**config.mk**
```make
export PLATFORM = sky130hd
export DESIGN_NAME = spi_sclk_engine_flat
export DESIGN_NICKNAME = d
export VERILOG_FILES = /design/src/rtl/spi_pkg.sv /design/src/rtl/spi_sclk_engine_if.sv /design/src/rtl/spi_half_period_counter.sv /design/src/rtl/spi_sclk_engine.sv /design/src/flat_wrapper.sv
export SDC_FILE = /design/constraint.sdc
export NUM_CORES = 1
export LEC_CHECK = 0
export BUFFER_PORTS_ARGS = -buffer_cell sky130_fd_sc_hd__buf_2
export CAP_MARGIN = 20
export CORE_MARGIN = 5
export CORE_UTILIZATION = 59
export CTS_CLUSTER_DIAMETER = 30
export DETAILED_ROUTE_END_ITERATION = 8
export GPL_ROUTABILITY_DRIVEN = 0
export PLACE_DENSITY_LB_ADDON = 0.25
export SLEW_MARGIN = 20
export SYNTH_ARGS = -nofsm -noshare
export SYNTH_HDL_FRONTEND = slang
export SYNTH_SLANG_ARGS = --single-unit
```
**constraint.sdc**
```tcl
create_clock -name PCLK -period 3.8 [get_ports PCLK]
set_input_delay 0 -clock PCLK [delete_from_list [all_inputs] [get_ports PCLK]]
set_output_delay 0 -clock PCLK [all_outputs]
set_load 0.1 [all_outputs]
```
**src/rtl/spi_pkg.sv**
```systemverilog
`default_nettype none
// ============================================================================
// Package     : spi_pkg
// Description : Shared types, widths and prescaler helpers for the SPI SCLK engine.
// Revision    : 1.0 - initial release
// ============================================================================
package spi_pkg;

    localparam int c_CNT_W = 11;
    localparam int c_LEN_W = 5;
    localparam int c_DIV_W = 12;

    typedef logic [1:0] state_t;
    localparam state_t c_ST_IDLE  = 2'd0;
    localparam state_t c_ST_SETUP = 2'd1;
    localparam state_t c_ST_RUN   = 2'd2;
    localparam state_t c_ST_HOLD  = 2'd3;

    // Mode is {cpol, cpha}
    typedef logic [1:0] spi_mode_t;
    localparam spi_mode_t c_MODE0 = 2'b00;

    function automatic logic mode_cpol(input spi_mode_t mode);
        return mode[1];
    endfunction

    function automatic logic mode_cpha(input spi_mode_t mode);
        return mode[0];
    endfunction

    function automatic logic [c_CNT_W-1:0] half_period(input logic [2:0] sppr, input logic [2:0] spr);
        logic [c_CNT_W-1:0] w_base;
        w_base = c_CNT_W'(sppr) + c_CNT_W'(1);
        return w_base << spr;
    endfunction

    function automatic logic [c_DIV_W-1:0] divisor(input logic [2:0] sppr, input logic [2:0] spr);
        logic [c_DIV_W-1:0] w_base;
        w_base = c_DIV_W'(sppr) + c_DIV_W'(1);
        return w_base << ({1'b0, spr} + 4'd1);
    endfunction

endpackage
`default_nettype wire

```
**src/rtl/spi_sclk_engine_if.sv**
```systemverilog
`default_nettype none
// ============================================================================
// Interface   : spi_sclk_engine_if
// Description : Control, configuration and timing outputs of the SCLK engine.
// Revision    : 1.0 - initial release
// ============================================================================
interface spi_sclk_engine_if #(
    parameter int LEN_W = 5
);
    logic             start_i;
    logic             abort_i;
    logic             spiswai_i;
    logic             cpol_i;
    logic             cpha_i;
    logic [2:0]       sppr_i;
    logic [2:0]       spr_i;
    logic [LEN_W-1:0] frame_len_i;
    logic             sclk_o;
    logic             shift_o;
    logic             sample_o;
    logic [LEN_W-1:0] bit_idx_o;
    logic             busy_o;
    logic             done_o;
    logic [11:0]      divisor_o;

    modport master (
        output start_i, abort_i, spiswai_i, cpol_i, cpha_i, sppr_i, spr_i, frame_len_i,
        input  sclk_o, shift_o, sample_o, bit_idx_o, busy_o, done_o, divisor_o
    );

    modport slave (
        input  start_i, abort_i, spiswai_i, cpol_i, cpha_i, sppr_i, spr_i, frame_len_i,
        output sclk_o, shift_o, sample_o, bit_idx_o, busy_o, done_o, divisor_o
    );
endinterface
`default_nettype wire

```
**src/rtl/spi_half_period_counter.sv**
```systemverilog
`default_nettype none
// ============================================================================
// Module      : spi_half_period_counter
// Description : Free-running 0..H-1 counter with loadable H, freeze and clear.
// Revision    : 1.0 - initial release
// ============================================================================
module spi_half_period_counter #(
    parameter int CNT_W = 11
) (
    input  wire logic             PCLK,
    input  wire logic             PRESET_n,
    input  wire logic             load_i,
    input  wire logic [CNT_W-1:0] half_period_i,
    input  wire logic             clear_i,
    input  wire logic             enable_i,
    output logic                  tick_o
);
    logic [CNT_W-1:0] r_half;
    logic [CNT_W-1:0] r_count;
    logic             w_tick;

    assign w_tick = (r_count == (r_half - CNT_W'(1)));
    assign tick_o = w_tick;

    always_ff @(posedge PCLK) begin
        if (!PRESET_n) begin
            r_half  <= CNT_W'(1);
            r_count <= '0;
        end else begin
            if (load_i) begin
                r_half <= half_period_i;
            end
            if (clear_i) begin
                r_count <= '0;
            end else if (enable_i) begin
                r_count <= w_tick ? '0 : r_count + CNT_W'(1);
            end
        end
    end

endmodule
`default_nettype wire

```
**src/rtl/spi_sclk_engine.sv**
```systemverilog
`default_nettype none
// ============================================================================
// Module      : spi_sclk_engine
// Description : SPI serial clock and frame timing with per-bit shift/sample strobes.
// Revision    : 1.0 - initial release
// ============================================================================
module spi_sclk_engine
    import spi_pkg::*;
#(
    parameter int CNT_W = c_CNT_W,
    parameter int LEN_W = c_LEN_W
) (
    input  wire logic        PCLK,
    input  wire logic        PRESET_n,
    spi_sclk_engine_if.slave bus
);
    localparam int c_EDGE_W = LEN_W + 2;

    state_t              r_state;
    state_t              w_state_nxt;
    spi_mode_t           r_mode;
    logic [LEN_W-1:0]    r_last_idx;
    logic [c_EDGE_W-1:0] r_last_edge;
    logic [c_EDGE_W-1:0] r_edge_cnt;
    logic [c_EDGE_W-1:0] w_edge_cnt_nxt;
    logic [c_EDGE_W-1:0] w_edge_inc;
    logic                r_sclk;
    logic                w_sclk_nxt;
    logic                r_shift;
    logic                w_shift_nxt;
    logic                r_sample;
    logic                w_sample_nxt;
    logic                r_busy;
    logic                r_done;
    logic                w_done_nxt;
    logic [LEN_W-1:0]    r_bit_idx;
    logic                r_idx_pend;
    logic [CNT_W-1:0]    w_half_live;
    logic                w_tick;
    logic                w_advance;
    logic                w_start_acc;
    logic                w_abort;
    logic                w_leading;
    logic                w_final;
    logic                w_cnt_clear;
    logic                w_cnt_en;

    assign w_half_live = CNT_W'(half_period(bus.sppr_i, bus.spr_i));
    assign w_start_acc = (r_state == c_ST_IDLE) && bus.start_i;
    assign w_abort     = (r_state != c_ST_IDLE) && bus.abort_i;
    assign w_advance   = w_tick && !bus.spiswai_i;
    assign w_cnt_clear = (r_state == c_ST_IDLE) || w_abort;
    assign w_cnt_en    = (r_state != c_ST_IDLE) && !bus.spiswai_i;
    assign w_edge_inc  = r_edge_cnt + c_EDGE_W'(1);
    assign w_leading   = w_edge_inc[0];
    assign w_final     = (w_edge_inc == r_last_edge);

    spi_half_period_counter #(
        .CNT_W (CNT_W)
    ) u_half_cnt (
        .PCLK          (PCLK),
        .PRESET_n      (PRESET_n),
        .load_i        (w_start_acc),
        .half_period_i (w_half_live),
        .clear_i       (w_cnt_clear),
        .enable_i      (w_cnt_en),
        .tick_o        (w_tick)
    );

    always_comb begin
        w_state_nxt    = r_state;
        w_edge_cnt_nxt = r_edge_cnt;
        w_sclk_nxt     = r_sclk;
        w_shift_nxt    = 1'b0;
        w_sample_nxt   = 1'b0;
        w_done_nxt     = 1'b0;
        case (r_state)
            c_ST_IDLE: begin
                w_sclk_nxt     = bus.cpol_i;
                w_edge_cnt_nxt = '0;
                if (bus.start_i) begin
                    w_state_nxt = c_ST_SETUP;
                    // CPHA=0 presents bit 0 before the first edge
                    w_shift_nxt = !bus.cpha_i;
                end
            end
            c_ST_SETUP, c_ST_RUN: begin
                if (w_advance) begin
                    w_state_nxt    = w_final ? c_ST_HOLD : c_ST_RUN;
                    w_sclk_nxt     = !r_sclk;
                    w_edge_cnt_nxt = w_edge_inc;
                    if (mode_cpha(r_mode)) begin
                        w_shift_nxt  = w_leading;
                        w_sample_nxt = !w_leading;
                    end else begin
                        w_sample_nxt = w_leading;
                        w_shift_nxt  = !w_leading && !w_final;
                    end
                end
            end
            c_ST_HOLD: begin
                if (w_advance) begin
                    w_state_nxt = c_ST_IDLE;
                    w_done_nxt  = 1'b1;
                end
            end
            default: begin
                w_state_nxt = c_ST_IDLE;
            end
        endcase
        if (w_abort) begin
            w_state_nxt    = c_ST_IDLE;
            w_edge_cnt_nxt = '0;
            w_sclk_nxt     = bus.cpol_i;
            w_shift_nxt    = 1'b0;
            w_sample_nxt   = 1'b0;
            w_done_nxt     = 1'b0;
        end
    end

    always_ff @(posedge PCLK) begin
        if (!PRESET_n) begin
            r_state     <= c_ST_IDLE;
            r_mode      <= c_MODE0;
            r_last_idx  <= '0;
            r_last_edge <= '0;
            r_edge_cnt  <= '0;
            r_sclk      <= bus.cpol_i;
            r_shift     <= 1'b0;
            r_sample    <= 1'b0;
            r_busy      <= 1'b0;
            r_done      <= 1'b0;
            r_bit_idx   <= '0;
            r_idx_pend  <= 1'b0;
        end else begin
            r_state    <= w_state_nxt;
            r_edge_cnt <= w_edge_cnt_nxt;
            r_sclk     <= w_sclk_nxt;
            r_shift    <= w_shift_nxt;
            r_sample   <= w_sample_nxt;
            r_done     <= w_done_nxt;
            r_busy     <= (w_state_nxt != c_ST_IDLE);
            if (w_start_acc) begin
                r_mode      <= {bus.cpol_i, bus.cpha_i};
                r_last_idx  <= bus.frame_len_i;
                r_last_edge <= c_EDGE_W'({bus.frame_len_i, 1'b1}) + c_EDGE_W'(1);
            end
            // A sample seen just before a freeze still advances the index on resume
            if (w_state_nxt == c_ST_IDLE) begin
                r_bit_idx  <= '0;
                r_idx_pend <= 1'b0;
            end else if (bus.spiswai_i) begin
                r_idx_pend <= r_idx_pend | r_sample;
            end else begin
                r_idx_pend <= 1'b0;
                if ((r_sample || r_idx_pend) && (r_bit_idx != r_last_idx)) begin
                    r_bit_idx <= r_bit_idx + LEN_W'(1);
                end
            end
        end
    end

    assign bus.sclk_o    = r_sclk;
    assign bus.shift_o   = r_shift;
    assign bus.sample_o  = r_sample;
    assign bus.bit_idx_o = r_bit_idx;
    assign bus.busy_o    = r_busy;
    assign bus.done_o    = r_done;
    assign bus.divisor_o = divisor(bus.sppr_i, bus.spr_i);

endmodule
`default_nettype wire

```
**src/flat_wrapper.sv**
```systemverilog
// flat-port wrapper written by rule: the top's interface ports become plain ports
module spi_sclk_engine_flat import spi_pkg::*;
#(
    parameter int CNT_W = c_CNT_W,
    parameter int LEN_W = c_LEN_W
)
  (PCLK, PRESET_n, bus_start_i, bus_abort_i, bus_spiswai_i, bus_cpol_i, bus_cpha_i, bus_sppr_i, bus_spr_i, bus_frame_len_i, bus_sclk_o, bus_shift_o, bus_sample_o, bus_bit_idx_o, bus_busy_o, bus_done_o, bus_divisor_o);
  spi_sclk_engine_if #(.LEN_W(LEN_W)) bus_i ();
  input  wire logic PCLK;
  input  wire logic PRESET_n;
  input wire logic [$bits(bus_i.start_i)-1:0] bus_start_i;
  input wire logic [$bits(bus_i.abort_i)-1:0] bus_abort_i;
  input wire logic [$bits(bus_i.spiswai_i)-1:0] bus_spiswai_i;
  input wire logic [$bits(bus_i.cpol_i)-1:0] bus_cpol_i;
  input wire logic [$bits(bus_i.cpha_i)-1:0] bus_cpha_i;
  input wire logic [$bits(bus_i.sppr_i)-1:0] bus_sppr_i;
  input wire logic [$bits(bus_i.spr_i)-1:0] bus_spr_i;
  input wire logic [$bits(bus_i.frame_len_i)-1:0] bus_frame_len_i;
  output wire logic [$bits(bus_i.sclk_o)-1:0] bus_sclk_o;
  output wire logic [$bits(bus_i.shift_o)-1:0] bus_shift_o;
  output wire logic [$bits(bus_i.sample_o)-1:0] bus_sample_o;
  output wire logic [$bits(bus_i.bit_idx_o)-1:0] bus_bit_idx_o;
  output wire logic [$bits(bus_i.busy_o)-1:0] bus_busy_o;
  output wire logic [$bits(bus_i.done_o)-1:0] bus_done_o;
  output wire logic [$bits(bus_i.divisor_o)-1:0] bus_divisor_o;
  assign bus_i.start_i = bus_start_i;
  assign bus_i.abort_i = bus_abort_i;
  assign bus_i.spiswai_i = bus_spiswai_i;
  assign bus_i.cpol_i = bus_cpol_i;
  assign bus_i.cpha_i = bus_cpha_i;
  assign bus_i.sppr_i = bus_sppr_i;
  assign bus_i.spr_i = bus_spr_i;
  assign bus_i.frame_len_i = bus_frame_len_i;
  assign bus_sclk_o = bus_i.sclk_o;
  assign bus_shift_o = bus_i.shift_o;
  assign bus_sample_o = bus_i.sample_o;
  assign bus_bit_idx_o = bus_i.bit_idx_o;
  assign bus_busy_o = bus_i.busy_o;
  assign bus_done_o = bus_i.done_o;
  assign bus_divisor_o = bus_i.divisor_o;
  spi_sclk_engine #(.CNT_W(CNT_W), .LEN_W(LEN_W)) u_core (.PCLK(PCLK), .PRESET_n(PRESET_n), .bus(bus_i));
endmodule
```
* Word-level counts from Yosys, hierarchy flattened
Index checks and enable logic that the tools add are counted.
Operators by class: add/sub/neg operators 8, equal/unequal tests 9, shifts and indexed selects 2, muxes and demuxes 19, bitwise operators 6, reductions and logical operators 28
Operators by type and width (count):
- 7-bit case mux with 2 select lines | 1
- 3-bit by 1-bit adder with 4-bit output, second input constant | 3
- 12-bit by 4-bit left shift with 12-bit output | 1
- 11-bit by 1-bit adder with 11-bit output, second input constant | 1
- 11-bit == test | 1
- 11-bit two-way mux | 1
- 11-bit by 3-bit left shift with 11-bit output | 1
- 11-bit by 1-bit subtractor with 11-bit output, second input constant | 1
- 1-bit two-way mux | 9
- 2-bit two-way mux | 4
- 2-bit OR reduction | 4
- 6-bit by 1-bit adder with 7-bit output, second input constant | 1
- 7-bit by 1-bit adder with 7-bit output, second input constant | 1
- 7-bit == test | 1
- 7-bit two-way mux | 1
- 1-bit logical AND | 6
- 2-bit case mux with 3 select lines | 1
- 2-bit AND reduction | 3
- 2-bit nonzero test | 3
- 3-bit OR reduction | 2
- 5-bit by 1-bit adder with 5-bit output, second input constant | 1
- 1-bit zero test | 5
- 5-bit inequality test | 1
- 1-bit inverter | 5
- other kinds (10) | 14
Word-level totals: flip-flop bits (word level) 55, input port bits 18, output and inout bits 22

* Logic depth before layout (Yosys ltp)
depth after elaboration 8, mapped depth 10, mapped depth without buffers 9

* Modules after synthesis
A second synthesis with hierarchy kept.
Unflattened totals: cell total of the unflattened synthesis 425, area total of the unflattened synthesis 3428.3 um^2
By module, submodules not included:
- spi_sclk_engine | instances 1, cells an instance 272, area each 2089.5 um^2, sequential area each 650.6 um^2
- spi_half_period_counter | instances 1, cells an instance 153, area each 1338.8 um^2, sequential area each 440.4 um^2

* Worst setup path before layout
Ideal clock, no wire load.
kind input port to output port, from in bus_spr_i[0], to out bus_divisor_o[8], arrival time 3017 ps, data required time 3800 ps, setup slack 783 ps, stages 8, cells stage by stage ha_1 > clkbuf_1 > nand2_1 > o21ai_0 > nand2b_1 > nand2_1 > nand2_1 > o21ai_0
On the way: cells in the longest elaborated chain, start to end 2
Ends and longest elaborated chain:
- from (decl) | RTL line flat_wrapper.sv:17 | input wire logic [$bits(bus_i.spr_i)-1:0] bus_spr_i;
- 3-bit by 1-bit adder with 4-bit output | RTL line spi_pkg.sv:40 | return w_base << ({1'b0, spr} + 4'd1);
- 12-bit by 4-bit left shift with 12-bit output | RTL line spi_pkg.sv:40
- to (decl) | RTL line flat_wrapper.sv:25 | output wire logic [$bits(bus_i.divisor_o)-1:0] bus_divisor_o;
Every way passes these cells.

* Worst setup path after layout
from reg u_core.u_half_cnt.r_half[0], to reg u_core.r_idx_pend
On the way: cells in the longest elaborated chain, start to end 8
Ends and longest elaborated chain:
- from (decl) | RTL line spi_half_period_counter.sv:18 | logic [CNT_W-1:0] r_half;
- from (signal assigned) | RTL line spi_half_period_counter.sv:31 | r_half <= half_period_i;
- 11-bit by 1-bit subtractor with 11-bit output * | RTL line spi_half_period_counter.sv:22 | assign w_tick = (r_count == (r_half - CNT_W'(1)));
- 11-bit == test * | RTL line spi_half_period_counter.sv:22
- 1-bit logical AND * | RTL line spi_sclk_engine.sv:51 | assign w_advance = w_tick && !bus.spiswai_i;
- 2-bit two-way mux (on tied branches) | RTL line spi_sclk_engine.sv:102, spi_sclk_engine.sv:88
- 2-bit case mux with 3 select lines * | RTL line spi_sclk_engine.sv:77 | case (r_state)
- 2-bit two-way mux * | RTL line spi_sclk_engine.sv:111 | if (w_abort) begin
- 2-bit zero test * | RTL line spi_sclk_engine.sv:149 | if (w_state_nxt == c_ST_IDLE) begin
- 3-bit OR reduction (no source line) *
- to (signal assigned) | RTL line spi_sclk_engine.sv:153 | r_idx_pend <= r_idx_pend | r_sample;
- to (decl) | RTL line spi_sclk_engine.sv:37 | logic r_idx_pend;
Every way passes the cells marked *; elsewhere a longest branch is shown, timed or not. A chain may end at the register's enable or synchronous reset.

==> key figures <==
STA
  – Relative slew slack: 32.8%
  – RSZ-0062 raised after global routing: no
  – Fin crit share: 80.3%
  – Post-route minimum period: roughly 3 ns
  – Slew Viols, Final: 0
  – Final setup viols: 0
  – Final hold viol count: 0
  – Worst slew pin tran: between 1 and 1.5 ns
  – Final sum of negative setup slack: 0 ns
  – F_max: between 300 and 400 MHz
  – Worst Clk Skew: between 0.01 and 0.015 ns

Clock tree
  – Clock sink total: between 50 and 60
  – Clk pin slew, worst setup/hold paths: approximately 0.11 ns
  – Root Driver: clkbuf_8
  – TritonCTS clock tree: yes
  – Post-CTS Resized: 0
  – Clock buffer depth: 2
  – H-tree levels: 2
  – # Post-CTS Setup Buffers: 0
  – Clock latency at the later pin of the worst-skew pair: between 0.3 and 0.4 ns
  – CTS Buf Count: 5

Logic synthesis
  – Seq/Total Area, Yosys: 31.4%
  – Top_reg_cell synth: dfxtp_1
  – Netlist Area Pre-Place: about 3500 sq um
  – Post-synth top area cell: dfxtp_1
  – Synthesized instance count: about 450
  – EDFF count, synth: 1
  – Synth Net Count: 474
  – Yosys top cell area share: 30.5%
  – Synth top area cells: dfxtp_1 (31%), xor2_1 (6.0%), nand2_1 (5.7%), nor2_1 (5.4%), a21oi_1 (4.2%)
  – Synth Register Bits: 54
  – Synth unique cells: between 60 and 70
  – Syn_area_per_cell: between 7 and 8 sq um
  – FFs w/ async S/R, synth: 0%
  – Warnings from Yosys: 0

Min path
  – Worst hold path cell count: 3
  – Hold endpoint: u_core.r_idx_pend$_SDFF_PP0_
  – Hold Crit Class: input pin to register
  – Hold path startpoint: bus_spiswai_i

Drt
  – Via count: between 3000 and 4000
  – Routed wire per std cell: about 15 um
  – Iteration-0 DRC Markers: 223
  – Vias per cell: between 6 and 7
  – Remaining DRCs: 0
  – First-pass iteration count of the detailed router: 4
  – Final wirelength: slightly above 8000 um
  – Antenna viol nets, final: 0

Worst setup path
  – Worst EP arrival: 3.28 ns
  – Worst path slowest cell: nor4b_1
  – Crit-path max FO: 9
  – Origin of the critical flop-to-flop path: u_core.u_half_cnt.r_half[0]$_SDFFE_PN1P_
  – Crit. End Element: register
  – R2R depth: 9
  – R2R Setup Slk: approximately 0.75 ns
  – Slowest Stage Delay on Critical Path: just under 0.6 ns
  – Setup CP Type: register to register
  – Startpoint types: register
  – RR Endpoint: u_core.r_idx_pend$_SDFF_PP0_
  – CP required: roughly 4.0 ns
  – CP cell instances: inv_1 -> ha_1 -> clkinv_1 -> o31ai_1 -> nor4b_1 -> o31ai_2 -> nor3_4 -> a211oi_4 -> a2111oi_4

Layout
  – Seq. cell area: approximately 1100 sq um
  – Finished Layout Cells: approximately 560
  – NumNets Final: roughly 510
  – Ratio of cells with drive above 1 in the final layout: 11.7%
  – Most frequent cells in the layout: nand2_1 (53), dfxtp_1 (53), nor2_1 (50), buf_2 (39), a21oi_1 (29)
  – Multi-input gate area: 2250 sq um
  – Filler cell count: 510
  – Antenna diodes: 0
  – Layout Area Growth over Synthesis: 11.1%

Global routing
  – GR Util All Layers: between 20% and 30%
  – First-pass GRT wire length: about 14000 um
  – Largest net degree at the start of global routing: 32
  – Grt total ovfl: 0
  – Vias in the first global route: between 3000 and 4000
  – Antenna violations before repair: 0

Power and ir drop
  – VDD IR-drop max: 0.279 mV
  – P_leak: between 1.5 and 2 nW
  – Pwr/cell area: ~340 nW/um^2
  – Power, Total: around 1.3 mW

Placement
  – Post-Place Cells: approximately 540
  – Dpl hpwl: 5980 um
  – I/O Buffers: 39

Floorplanning
  – Die ar.: approximately 7500 sq um
  – Initial core utilization: roughly three fifths
  – Die H: approximately 87 um
  – Die width: just under 90 um
  – Num rows: 28
  – IO Pins: 40
  – Core area: slightly below 6000 sq um

Job
  – MaxCap Viol Count: 0

Outcome
  – Outcome: finished clean
==> cell families after synthesis <==
kind of cell	synth area share, %
DFF	31.4
buffers and inverters	3.85
xor gates and xnor gates	10.5
adders and majority gates	3.60
and+or+nand+nor	25.5
AOI/OAI and AO/OA	23.4
muxes	1.73
==> critical path: cells and delay by family, from the launching register on <==
| kind | cells | cell delay (ns) |
|---|---|---|
| flops | 1 | 0.39 |
| buf+inv | 2 | 0.22 |
| compound gates | 4 | 1.09 |
| fa+ha+maj | 1 | 0.24 |
| simple gates | 2 | 1.02 |
==> report_power, final <==
part / total (mW) / switching [mW] / internal (mW) / leakage [nW]
clock: 0.345 / 0.207 / 0.138 / 0.0506
combinational: 0.354 / 0.251 / 0.103 / 1.02
sequential: 0.606 / 0.0205 / 0.586 / 0.441
total: 1.31 / 0.479 / 0.827 / 1.51
==> per-layer routing <==
layer	global-route usage [%]	part of all wire [%]	wire length, um	up-vias
met5	0	0	0	-
met4	8.22	1.4	112	0
met3	3.42	7.2	596	11
met2	35.1	45	3750	119
met1	32.3	46	3810	1562
li1	-	-	-	1668
==> flip-flops by register name, indices dropped and copies added (netlist names) <==
name and count:
u_core.bus.bit_idx_o 5, u_core.bus.busy_o 1, u_core.bus.done_o 1, u_core.bus.sample_o 1, u_core.bus.sclk_o 1, u_core.bus.shift_o 1
u_core.r_edge_cnt 7, u_core.r_idx_pend 1, u_core.r_last_edge 6, u_core.r_last_idx 5, u_core.r_mode 1, u_core.r_state 2
u_core.u_half_cnt.r_count 11, u_core.u_half_cnt.r_half 11
==> worst max-delay path by stage <==
| stage | startpoint | endpoint | slack (ns) |
|---|---|---|---|
| 2_1_floorplan | bus_spr_i[0] | bus_divisor_o[8] | 0.78 |
| 3_3_place_gp | u_core.u_half_cnt.r_half[0]$_SDFFE_PN1P_ | u_core.r_idx_pend$_SDFF_PP0_ | 0.93 |
| 3_5_place_dp | u_core.u_half_cnt.r_half[0]$_SDFFE_PN1P_ | u_core.r_idx_pend$_SDFF_PP0_ | 0.80 |
| 4_1_cts | u_core.u_half_cnt.r_half[0]$_SDFFE_PN1P_ | u_core.r_idx_pend$_SDFF_PP0_ | 0.80 |
| 5_1_grt | u_core.u_half_cnt.r_half[0]$_SDFFE_PN1P_ | u_core.r_idx_pend$_SDFF_PP0_ | 0.44 |
| 6_report | u_core.u_half_cnt.r_half[0]$_SDFFE_PN1P_ | u_core.r_idx_pend$_SDFF_PP0_ | 0.75 |
==> area by class of cell <==
class | instances | area share [%]
clock inverters | 3 | 0.746
inverters | 14 | 1.36
well taps | 75 | 2.43
clock buffers | 5 | 1.78
multi-input cells | 357 | 58.3
repair buffers | 47 | 7.13
flip-flops and latches | 54 | 28.3
==> synth_stat cells, drive strengths merged, types with 3 or more instances <==
master and count:
o21a 5, nor4 4, ha 10, inv 13
nand2 53, a21oi 29, a31oi 7, nor4b 3
a22oi 4, mux2i 6, a211oi 13, o31ai 3
nor3 16, nand3 16, xnor2 15, o21ai 26
nor2 50, clkbuf 17, nand2b 3, dfxtp 53
nand4 7, and3 7, nor2b 7, nand3b 3
buf 4, o31a 3, and2 4, xor2 24
o22ai 4, o211ai 3
==> through the flow <==
stage          util (%)  worst slack (ns)  hold slack [ns]  instance area, sq um
6_report           66.4             0.749           0.0699                  3860
5_1_grt            66.4             0.437           0.0896                  3860
4_1_cts            66.4             0.801           0.0652                  3860
3_5_place_dp       63.3             0.797            0.242                  3680
3_3_place_gp       63.3             0.934            0.225                  3680
2_1_floorplan         -             0.783           0.0619                  3470
==> timing repair <==
| action | CTS | global route |
|---|---|---|
| hold endpoints to repair | 8 | 0 |
| setup endpoints to repair | 0 | 0 |
| hold buffers | 8 | 0 |
Note: power is estimated with default switching activity, not from simulation.
